==> config.mk <==
export PLATFORM = sky130hd
export DESIGN_NAME = counter_cmd_sched_flat
export DESIGN_NICKNAME = d
export VERILOG_FILES = /design/src/rtl/counter_cmd_sched_if.sv /design/src/rtl/counter_cmd_sched.sv /design/src/flat_wrapper.sv
export SDC_FILE = /design/constraint.sdc
export NUM_CORES = 1
export LEC_CHECK = 0
export BUFFER_PORTS_ARGS = -buffer_cell sky130_fd_sc_hd__buf_2
export CAP_MARGIN = 30
export CORE_AREA = 8 8 60 62
export CTS_BUF_LIST = sky130_fd_sc_hd__clkbuf_4 sky130_fd_sc_hd__clkbuf_8
export DETAILED_ROUTE_END_ITERATION = 8
export DIE_AREA = 0 0 68 70
export PLACE_DENSITY = 0.84
export SETUP_SLACK_MARGIN = 0.05
export SLEW_MARGIN = 20
export SYNTH_ARGS = -nofsm -noshare
export SYNTH_HDL_FRONTEND = slang
export SYNTH_SLANG_ARGS = --single-unit
==> constraint.sdc <==
create_clock -name clk -period 3.65 [get_ports clk]
set_input_delay 0.9125 -clock clk [delete_from_list [all_inputs] [get_ports clk]]
set_output_delay 0.9125 -clock clk [all_outputs]
set_load 0.05 [all_outputs]
==> src/rtl/counter_cmd_sched_if.sv <==
// Requester command and response handshake bundle for counter_cmd_sched.
// The scheduler sits on the slave side; requesters and the response sink drive the master side.
interface counter_cmd_sched_if #(
  parameter int W    = 3,
  parameter int NREQ = 2,
  parameter int IDW  = 1
);
  logic [NREQ-1:0]   req_valid;
  logic [NREQ-1:0]   req_ready;
  logic [2*NREQ-1:0] req_cmd;
  logic [W*NREQ-1:0] req_data;
  logic              rsp_valid;
  logic              rsp_ready;
  logic [IDW-1:0]    rsp_id;
  logic [W-1:0]      rsp_q;
  logic              rsp_err;

  modport master (
    output req_valid, req_cmd, req_data, rsp_ready,
    input  req_ready, rsp_valid, rsp_id, rsp_q, rsp_err
  );

  modport slave (
    input  req_valid, req_cmd, req_data, rsp_ready,
    output req_ready, rsp_valid, rsp_id, rsp_q, rsp_err
  );
endinterface

==> src/rtl/counter_cmd_sched.sv <==
// Round-robin scheduler sharing one loadable up-counter between NREQ requesters.
// Executes CLEAR/FILL/LOAD/RUN-TO one at a time and returns one response per command.
module counter_cmd_sched #(
  parameter int W        = 3,
  parameter int NREQ     = 2,
  parameter int IDW      = 1,
  parameter int MAX_WAIT = 16
) (
  input  logic                clk,
  input  logic                reset,
  counter_cmd_sched_if.slave  bus,
  output logic                ctr_reset,
  output logic                ctr_set,
  output logic                ctr_load,
  output logic [W-1:0]        ctr_data,
  input  logic [W-1:0]        ctr_q
);

  localparam int WCW = $clog2(MAX_WAIT + 1);
  localparam logic [WCW-1:0] WAIT_LAST = WCW'(MAX_WAIT - 1);

  localparam logic [1:0] CMD_CLEAR = 2'b00;
  localparam logic [1:0] CMD_FILL  = 2'b01;
  localparam logic [1:0] CMD_LOAD  = 2'b10;
  localparam logic [1:0] CMD_RUNTO = 2'b11;

  typedef enum logic [2:0] {IDLE, ISSUE, CAPTURE, RUN, RESP} state_e;

  state_e          state_q, state_d;
  logic [IDW-1:0]  ptr_q;
  logic [1:0]      cmd_q;
  logic [W-1:0]    data_q;
  logic [IDW-1:0]  id_q;
  logic [WCW-1:0]  waitCnt_q;
  logic [W-1:0]    rspQ_q;
  logic            rspErr_q;
  logic            strbReset_q, strbSet_q, strbLoad_q;
  logic [W-1:0]    ctrData_q;

  logic            grantAny;
  logic [NREQ-1:0] grantOneHot;
  logic [IDW-1:0]  grantIdx;
  logic [IDW-1:0]  grantNext;
  logic [1:0]      grantCmd;
  logic [W-1:0]    grantData;
  logic            accept;
  logic            runMatch;
  logic            runTimeout;

  function automatic int rrIndex(input logic [IDW-1:0] p, input int k);
    return (int'(p) + k) % NREQ;
  endfunction

  // Search outward from the pointer; the first valid requester wins.
  always_comb begin
    grantAny    = 1'b0;
    grantOneHot = '0;
    grantIdx    = '0;
    grantNext   = '0;
    grantCmd    = '0;
    grantData   = '0;
    for (int k = 0; k < NREQ; k++) begin
      for (int i = 0; i < NREQ; i++) begin
        if (!grantAny && i == rrIndex(ptr_q, k) && bus.req_valid[i]) begin
          grantAny       = 1'b1;
          grantOneHot[i] = 1'b1;
          grantIdx       = IDW'(i);
          grantNext      = IDW'((i + 1) % NREQ);
          grantCmd       = bus.req_cmd[2*i +: 2];
          grantData      = bus.req_data[W*i +: W];
        end
      end
    end
  end

  assign accept     = |(bus.req_valid & bus.req_ready);
  assign runMatch   = (ctr_q == data_q);
  assign runTimeout = (waitCnt_q == WAIT_LAST);

  always_ff @(posedge clk) begin
    if (reset) state_q <= IDLE;
    else       state_q <= state_d;
  end

  always_comb begin
    state_d = state_q;
    case (state_q)
      IDLE:    if (accept) state_d = (grantCmd == CMD_RUNTO) ? RUN : ISSUE;
      ISSUE:   state_d = CAPTURE;
      CAPTURE: state_d = RESP;
      RUN:     if (runMatch || runTimeout) state_d = RESP;
      RESP:    if (bus.rsp_ready) state_d = IDLE;
      default: state_d = IDLE;
    endcase
  end

  // Strobes are registered at accept so exactly one is high in the ISSUE cycle.
  always_ff @(posedge clk) begin
    if (reset) begin
      ptr_q       <= '0;
      cmd_q       <= '0;
      data_q      <= '0;
      id_q        <= '0;
      waitCnt_q   <= '0;
      rspQ_q      <= '0;
      rspErr_q    <= 1'b0;
      strbReset_q <= 1'b0;
      strbSet_q   <= 1'b0;
      strbLoad_q  <= 1'b0;
      ctrData_q   <= '0;
    end else begin
      strbReset_q <= 1'b0;
      strbSet_q   <= 1'b0;
      strbLoad_q  <= 1'b0;
      if (state_q == IDLE && accept) begin
        cmd_q       <= grantCmd;
        data_q      <= grantData;
        id_q        <= grantIdx;
        ptr_q       <= grantNext;
        waitCnt_q   <= '0;
        strbReset_q <= (grantCmd == CMD_CLEAR);
        strbSet_q   <= (grantCmd == CMD_FILL);
        strbLoad_q  <= (grantCmd == CMD_LOAD);
        if (grantCmd == CMD_LOAD) ctrData_q <= grantData;
      end
      if (state_q == CAPTURE) begin
        rspQ_q   <= ctr_q;
        rspErr_q <= 1'b0;
      end
      // A timeout reports the value seen in the last compared cycle.
      if (state_q == RUN) begin
        if (runMatch) begin
          rspQ_q   <= data_q;
          rspErr_q <= 1'b0;
        end else if (runTimeout) begin
          rspQ_q   <= ctr_q;
          rspErr_q <= 1'b1;
        end else begin
          waitCnt_q <= waitCnt_q + WCW'(1);
        end
      end
    end
  end

  always_comb begin
    bus.req_ready = (state_q == IDLE && !reset) ? grantOneHot : '0;
    bus.rsp_valid = (state_q == RESP) && !reset;
    bus.rsp_id    = id_q;
    bus.rsp_q     = rspQ_q;
    bus.rsp_err   = rspErr_q;
    ctr_reset     = reset | strbReset_q;
    ctr_set       = strbSet_q;
    ctr_load      = strbLoad_q;
    ctr_data      = ctrData_q;
  end

endmodule

==> src/flat_wrapper.sv <==
// flat-port wrapper written by rule: the top's interface ports become plain ports
module counter_cmd_sched_flat 
#(
  parameter int W        = 3,
  parameter int NREQ     = 2,
  parameter int IDW      = 1,
  parameter int MAX_WAIT = 16
)
  (clk, reset, ctr_reset, ctr_set, ctr_load, ctr_data, ctr_q, bus_req_valid, bus_req_cmd, bus_req_data, bus_rsp_ready, bus_req_ready, bus_rsp_valid, bus_rsp_id, bus_rsp_q, bus_rsp_err);
  counter_cmd_sched_if #(.W(W), .NREQ(NREQ), .IDW(IDW)) bus_i ();
  input  logic clk;
  input  logic reset;
  output logic ctr_reset;
  output logic ctr_set;
  output logic ctr_load;
  output logic [W-1:0] ctr_data;
  input  logic [W-1:0] ctr_q;
  input wire logic [$bits(bus_i.req_valid)-1:0] bus_req_valid;
  input wire logic [$bits(bus_i.req_cmd)-1:0] bus_req_cmd;
  input wire logic [$bits(bus_i.req_data)-1:0] bus_req_data;
  input wire logic [$bits(bus_i.rsp_ready)-1:0] bus_rsp_ready;
  output wire logic [$bits(bus_i.req_ready)-1:0] bus_req_ready;
  output wire logic [$bits(bus_i.rsp_valid)-1:0] bus_rsp_valid;
  output wire logic [$bits(bus_i.rsp_id)-1:0] bus_rsp_id;
  output wire logic [$bits(bus_i.rsp_q)-1:0] bus_rsp_q;
  output wire logic [$bits(bus_i.rsp_err)-1:0] bus_rsp_err;
  assign bus_i.req_valid = bus_req_valid;
  assign bus_i.req_cmd = bus_req_cmd;
  assign bus_i.req_data = bus_req_data;
  assign bus_i.rsp_ready = bus_rsp_ready;
  assign bus_req_ready = bus_i.req_ready;
  assign bus_rsp_valid = bus_i.rsp_valid;
  assign bus_rsp_id = bus_i.rsp_id;
  assign bus_rsp_q = bus_i.rsp_q;
  assign bus_rsp_err = bus_i.rsp_err;
  counter_cmd_sched #(.W(W), .NREQ(NREQ), .IDW(IDW), .MAX_WAIT(MAX_WAIT)) u_core (.clk(clk), .reset(reset), .bus(bus_i), .ctr_reset(ctr_reset), .ctr_set(ctr_set), .ctr_load(ctr_load), .ctr_data(ctr_data), .ctr_q(ctr_q));
endmodule
* Yosys cells after proc, flatten, opt, wreduce, memory -nomap -nowiden
Cells that the tools add are included.
Operators by class: add/subtract/negate cells 2, equal/unequal tests 13, mux-type cells 37, bitwise operators 4, reductions and logical operators 23
Operators by type and width (count):
- $logic_not A32 Y1 | 2
- $mux W3 | 11
- $mux W5 | 4
- $mux W1 | 15
- $pmux W3 S5 | 1
- $mux W2 | 6
- $logic_and A1 B1 Y1 | 10
- $eq A3 B2 Y1 const B | 2
- $add A5 B1 Y5 const B | 1
- $eq A5 B4 Y1 const B | 1
- $eq A2 B2 Y1 const B | 2
- $logic_not A1 Y1 | 4
- $ne A2 B1 Y1 const B | 2
- $reduce_or A2 Y1 | 2
- $eq A3 B1 Y1 const B | 1
- $eq A3 B3 Y1 | 1
- $eq A3 B3 Y1 const B | 1
- $logic_not A3 Y1 | 1
- $reduce_and A3 Y1 | 1
- $and A2 B2 Y2 | 1
- $eq A2 B1 Y1 const B | 1
- $eq A2 B2 Y1 const A | 1
- $logic_not A2 Y1 | 1
- $ne A2 B2 Y1 const B | 1
- 6 further kinds | 6
Storage, ports and cells: flip-flop bits (word level) 23, output and inout bits 14, logic and storage cells 90

* Depth between registers and ports, before layout
word-level depth 23, gate-level depth with buffers 6, mapped depth without buffers 5

* Least setup slack after synthesis
No wires, ideal clock.
kind input-to-output, from in reset, to out bus_rsp_valid, data arrival time 2.727 ns, data required time 2.738 ns, setup slack 0.010 ns, stages on the path 2, buffers on the path 1, cells stage by stage clkbuf_1 nor4b_1
Between the ends: word-level cells in the longest chain between the ends 2
RTL lines:
- start, declared | RTL line flat_wrapper.sv:12 | input logic reset;
- $logic_not A1 Y1 | RTL line counter_cmd_sched.sv:147 | bus.rsp_valid = (state_q == RESP) && !reset;
- $logic_and A1 B1 Y1 | RTL line counter_cmd_sched.sv:147
- end, declared | RTL line flat_wrapper.sv:23 | output wire logic [$bits(bus_i.rsp_valid)-1:0] bus_rsp_valid;
No other way between the ends.

* Final worst setup path
from in reset, to out bus_req_ready[1]
Between the ends: word-level cells in the longest chain between the ends 3
RTL lines:
- $logic_not A1 Y1 | RTL line counter_cmd_sched.sv:146 | bus.req_ready = (state_q == IDLE && !reset) ? grantOneHot : '0;
- $logic_and A1 B1 Y1 | RTL line counter_cmd_sched.sv:146
- $mux W2 | RTL line counter_cmd_sched.sv:146
- end, declared | RTL line flat_wrapper.sv:22 | output wire logic [$bits(bus_i.req_ready)-1:0] bus_req_ready;
No other way between the ends.

==> out/results.ini <==
[floorplan]
io_pins=32
die_w_um=68
coreArea_um2=2660
start_util_pct=47.4
rows=19
die_area_um2=4760
die_y_um=70

[clock_tree]
clock_path_buffers=2
cts_tree=done
path_clk_slew_ns=0.12
post_cts_resized=0
clock-root-buffer=clkbuf_4
clock_sinks=23
cts_setup_buffers=0
hold_buffers=0
cts_max_level=1
worstSkewPairLatency_ns=0.31
numCtsBuffers=3

[timing]
fin_ws_ns=0.837
finClkSkew_ns=0.00123
slew_violations=0
max_freq_mhz=355
maxSlewHeadroom_pct=56.3
rsz0062_at_grt=no
final.setup.tns_ns=0
layout_min_cycle_time_ns=2.81
worst_pin_slew_ns=0.654
timing.final.crit_share_pct=77.1
hold_viol_final=0
setup_violations=0

[cells_and_area]
fin_cells=201
diodes=0
syn_to_final_growth_pct=15.5
fillers=268
layout-drive-gt1-share_pct=27.1
final_nets=190

[pwr]
internal_power_w=0.000364
power_frac_comb_pct=27.0
seqPwrFrac_pct=50.3
leakage_nw=0.573
power_switching_share_pct=34.9
ir_worst_vdd_mv=0.237
power_density_nw_per_um2=384
clockPowerShare_pct=22.7
switchingPower_w=0.000195

[placement]
placed_cells=197
preCtsSetupSlack_ns=0.863
port-buffer-count=31
dpl.hpwl_um=2590
finalWeightedCongestion=0.901

[yosys]
synth_edf_count=0
synth.avg_cell_area_um2=8.94
synth_warnings=0
synth_seq_area_share_pct=36.5
syn_inst=141
ys_top_cells_by_count=dfxtp_1 (23), a21oi_1 (10), a211oi_1 (8), nor2_1 (8), a31oi_1 (7)
synth_compound_area_share_pct=30.5
netlist.area_leader.share_pct=36.5
synthArstFlopShare_pct=0
yosys-top-cells-area=dfxtp_1 (37%), a211oi_1 (4.8%), a21oi_1 (4.0%)
yosys_most_used_dff=dfxtp_1
synth.distinct_cells=49
yosys.area_share.simple_pct=23.3
synth_mux_area_share_pct=0
synth_xor_area_share_pct=4.17
yosys.area.top_type=dfxtp_1
synth_top_family_by_area=compound AO/OA/AOI/OAI gates
synth_seq_cells=23
synth.cell_area_um2=1260
synth_fp_nets=160
yosysMostFrequentCell=dfxtp_1
synthAdderAreaFrac_pct=0.992

[worst_hold_path]
hold_path_startpoint=u_core.waitCnt_q[4]
hp-class=reg -> reg
hold-path-endpoint=u_core.waitCnt_q[4]
hold_depth=1

[routing]
drc=0
post_drt_wl_per_cell_um=16.7
viasPerCell=6.43
drt-total-wl_um=3370
firstDrtPassIters=4
drtIter0Drc=89
dr_total_vias=1292
antenna_left=0

[grt]
grt_pass1_wl_um=5420
gr-usage-all-layers_pct=14.1
grt_pass1_vias=1187
grt_max_degree=15
antenna_found_initial=0
grt_overflow=0

[worst_setup_path]
r2r_end=u_core.waitCnt_q[3]
worst-r2r-setup-slack_ns=1.69
cp.required_ns=2.74
reg2reg_from=u_core.state_q[1]
start_kind=input pin
endpoint_kind=output pin
reg2reg_depth=4
cp_max_fo=10
arrival_ns=1.90
worst-setup-path-type=in -> out

[flow_run]
cap_violations=0

[run_status]
status=finished, final reports clean

power by group through the flow:
stage | Combinational [W] | Sequential (W) | Clock (W)
after floorplan | 0.0000936 | 0.000304 | 0
after global routing | 0.000161 | 0.000284 | 0.000142
after global placement | 0.000146 | 0.000286 | 0
after CTS | 0.000150 | 0.000281 | 0.000132
final | 0.000151 | 0.000281 | 0.000127
after detailed placement | 0.000149 | 0.000287 | 0
critical path, cell delays in order:
cell,delay [ns]
buf_2,0.17
nor4_4,0.27
and3_1,0.26
buf_2,0.28
kinds of logic after synthesis:
group,Yosys count
AOI/OAI and AO/OA,53
xor gates and xnor gates,6
DFF,23
adders and majority gates,1
and+or+nand+nor,47
buffers and inverters,11
per-layer routing:
| metal | track usage, % | vias to the layer above | wire length [um] |
|---|---|---|---|
| li1 | - | 614 | - |
| met1 | 18.4 | 613 | 1420 |
| met2 | 20.8 | 56 | 1610 |
| met3 | 3.35 | 9 | 246 |
| met4 | 6.83 | 0 | 87 |
| met5 | 0 | - | 0 |
final cells by class:
type	instances	area, um2	area share [%]
inverters	4	15.0	1.03
repair buffers	32	163	11.2
well taps	31	38.8	2.66
flip-flops and latches	23	460	31.6
clock buffers	4	30.0	2.06
multi-input cells	107	749	51.5
worst max path at each step:
stage,depth (start not counted),startpoint,slack [ns],endpoint
global route,4,reset,0.75,bus_req_ready[1]
finish,4,reset,0.84,bus_req_ready[1]
floorplan,2,reset,0.71,bus_rsp_valid
detailed placement,4,reset,0.86,bus_req_ready[1]
global placement,4,reset,0.92,bus_req_ready[1]
CTS,4,reset,0.86,bus_req_ready[1]
through the flow:
| step | power, W | hold WS [ns] | area [um2] | utilization (%) |
|---|---|---|---|---|
| 2_1_floorplan | 0.000397 | 0.467 | 1270 | - |
| 3_3_place_gp | 0.000432 | 0.472 | 1430 | 53.6 |
| 3_5_place_dp | 0.000436 | 0.484 | 1430 | 53.6 |
| 4_1_cts | 0.000562 | 0.506 | 1460 | 54.7 |
| 5_1_grt | 0.000587 | 0.530 | 1460 | 54.7 |
| 6_report | 0.000559 | 0.502 | 1460 | 54.7 |
flip-flops by register name, summed over array words and instances (netlist names), 3 cells and up:
register and flops:
u_core.bus.rsp_q 3, u_core.ctr_data 3, u_core.data_q 3, u_core.state_q 3, u_core.waitCnt_q 5
cells in the final DEF, fill, tap and decap left out, drive strengths merged, types with 2 or more instances in the layout:
cell / synthesis / final
xor2: 3 / 3
or3: 3 / 3
nor2: 8 / 8
a31o: 2 / 2
a22oi: 3 / 3
nor2b: 3 / 3
nand3: 3 / 3
o211ai: 3 / 3
buf: 4 / 32
nand2b: 2 / 2
o21ai: 4 / 4
a21oi: 10 / 10
inv: 4 / 4
xnor2: 3 / 3
a211oi: 8 / 8
nor4: 2 / 2
a32o: 2 / 2
and2: 2 / 2
nand2: 7 / 7
clkbuf: 3 / 4
a31oi: 7 / 7
o311ai: 5 / 5
nor3: 5 / 5
or4: 2 / 2
a32oi: 2 / 2
dfxtp: 23 / 23
nand4: 3 / 3
No activity file was read; power rests on OpenSTA's default activity.
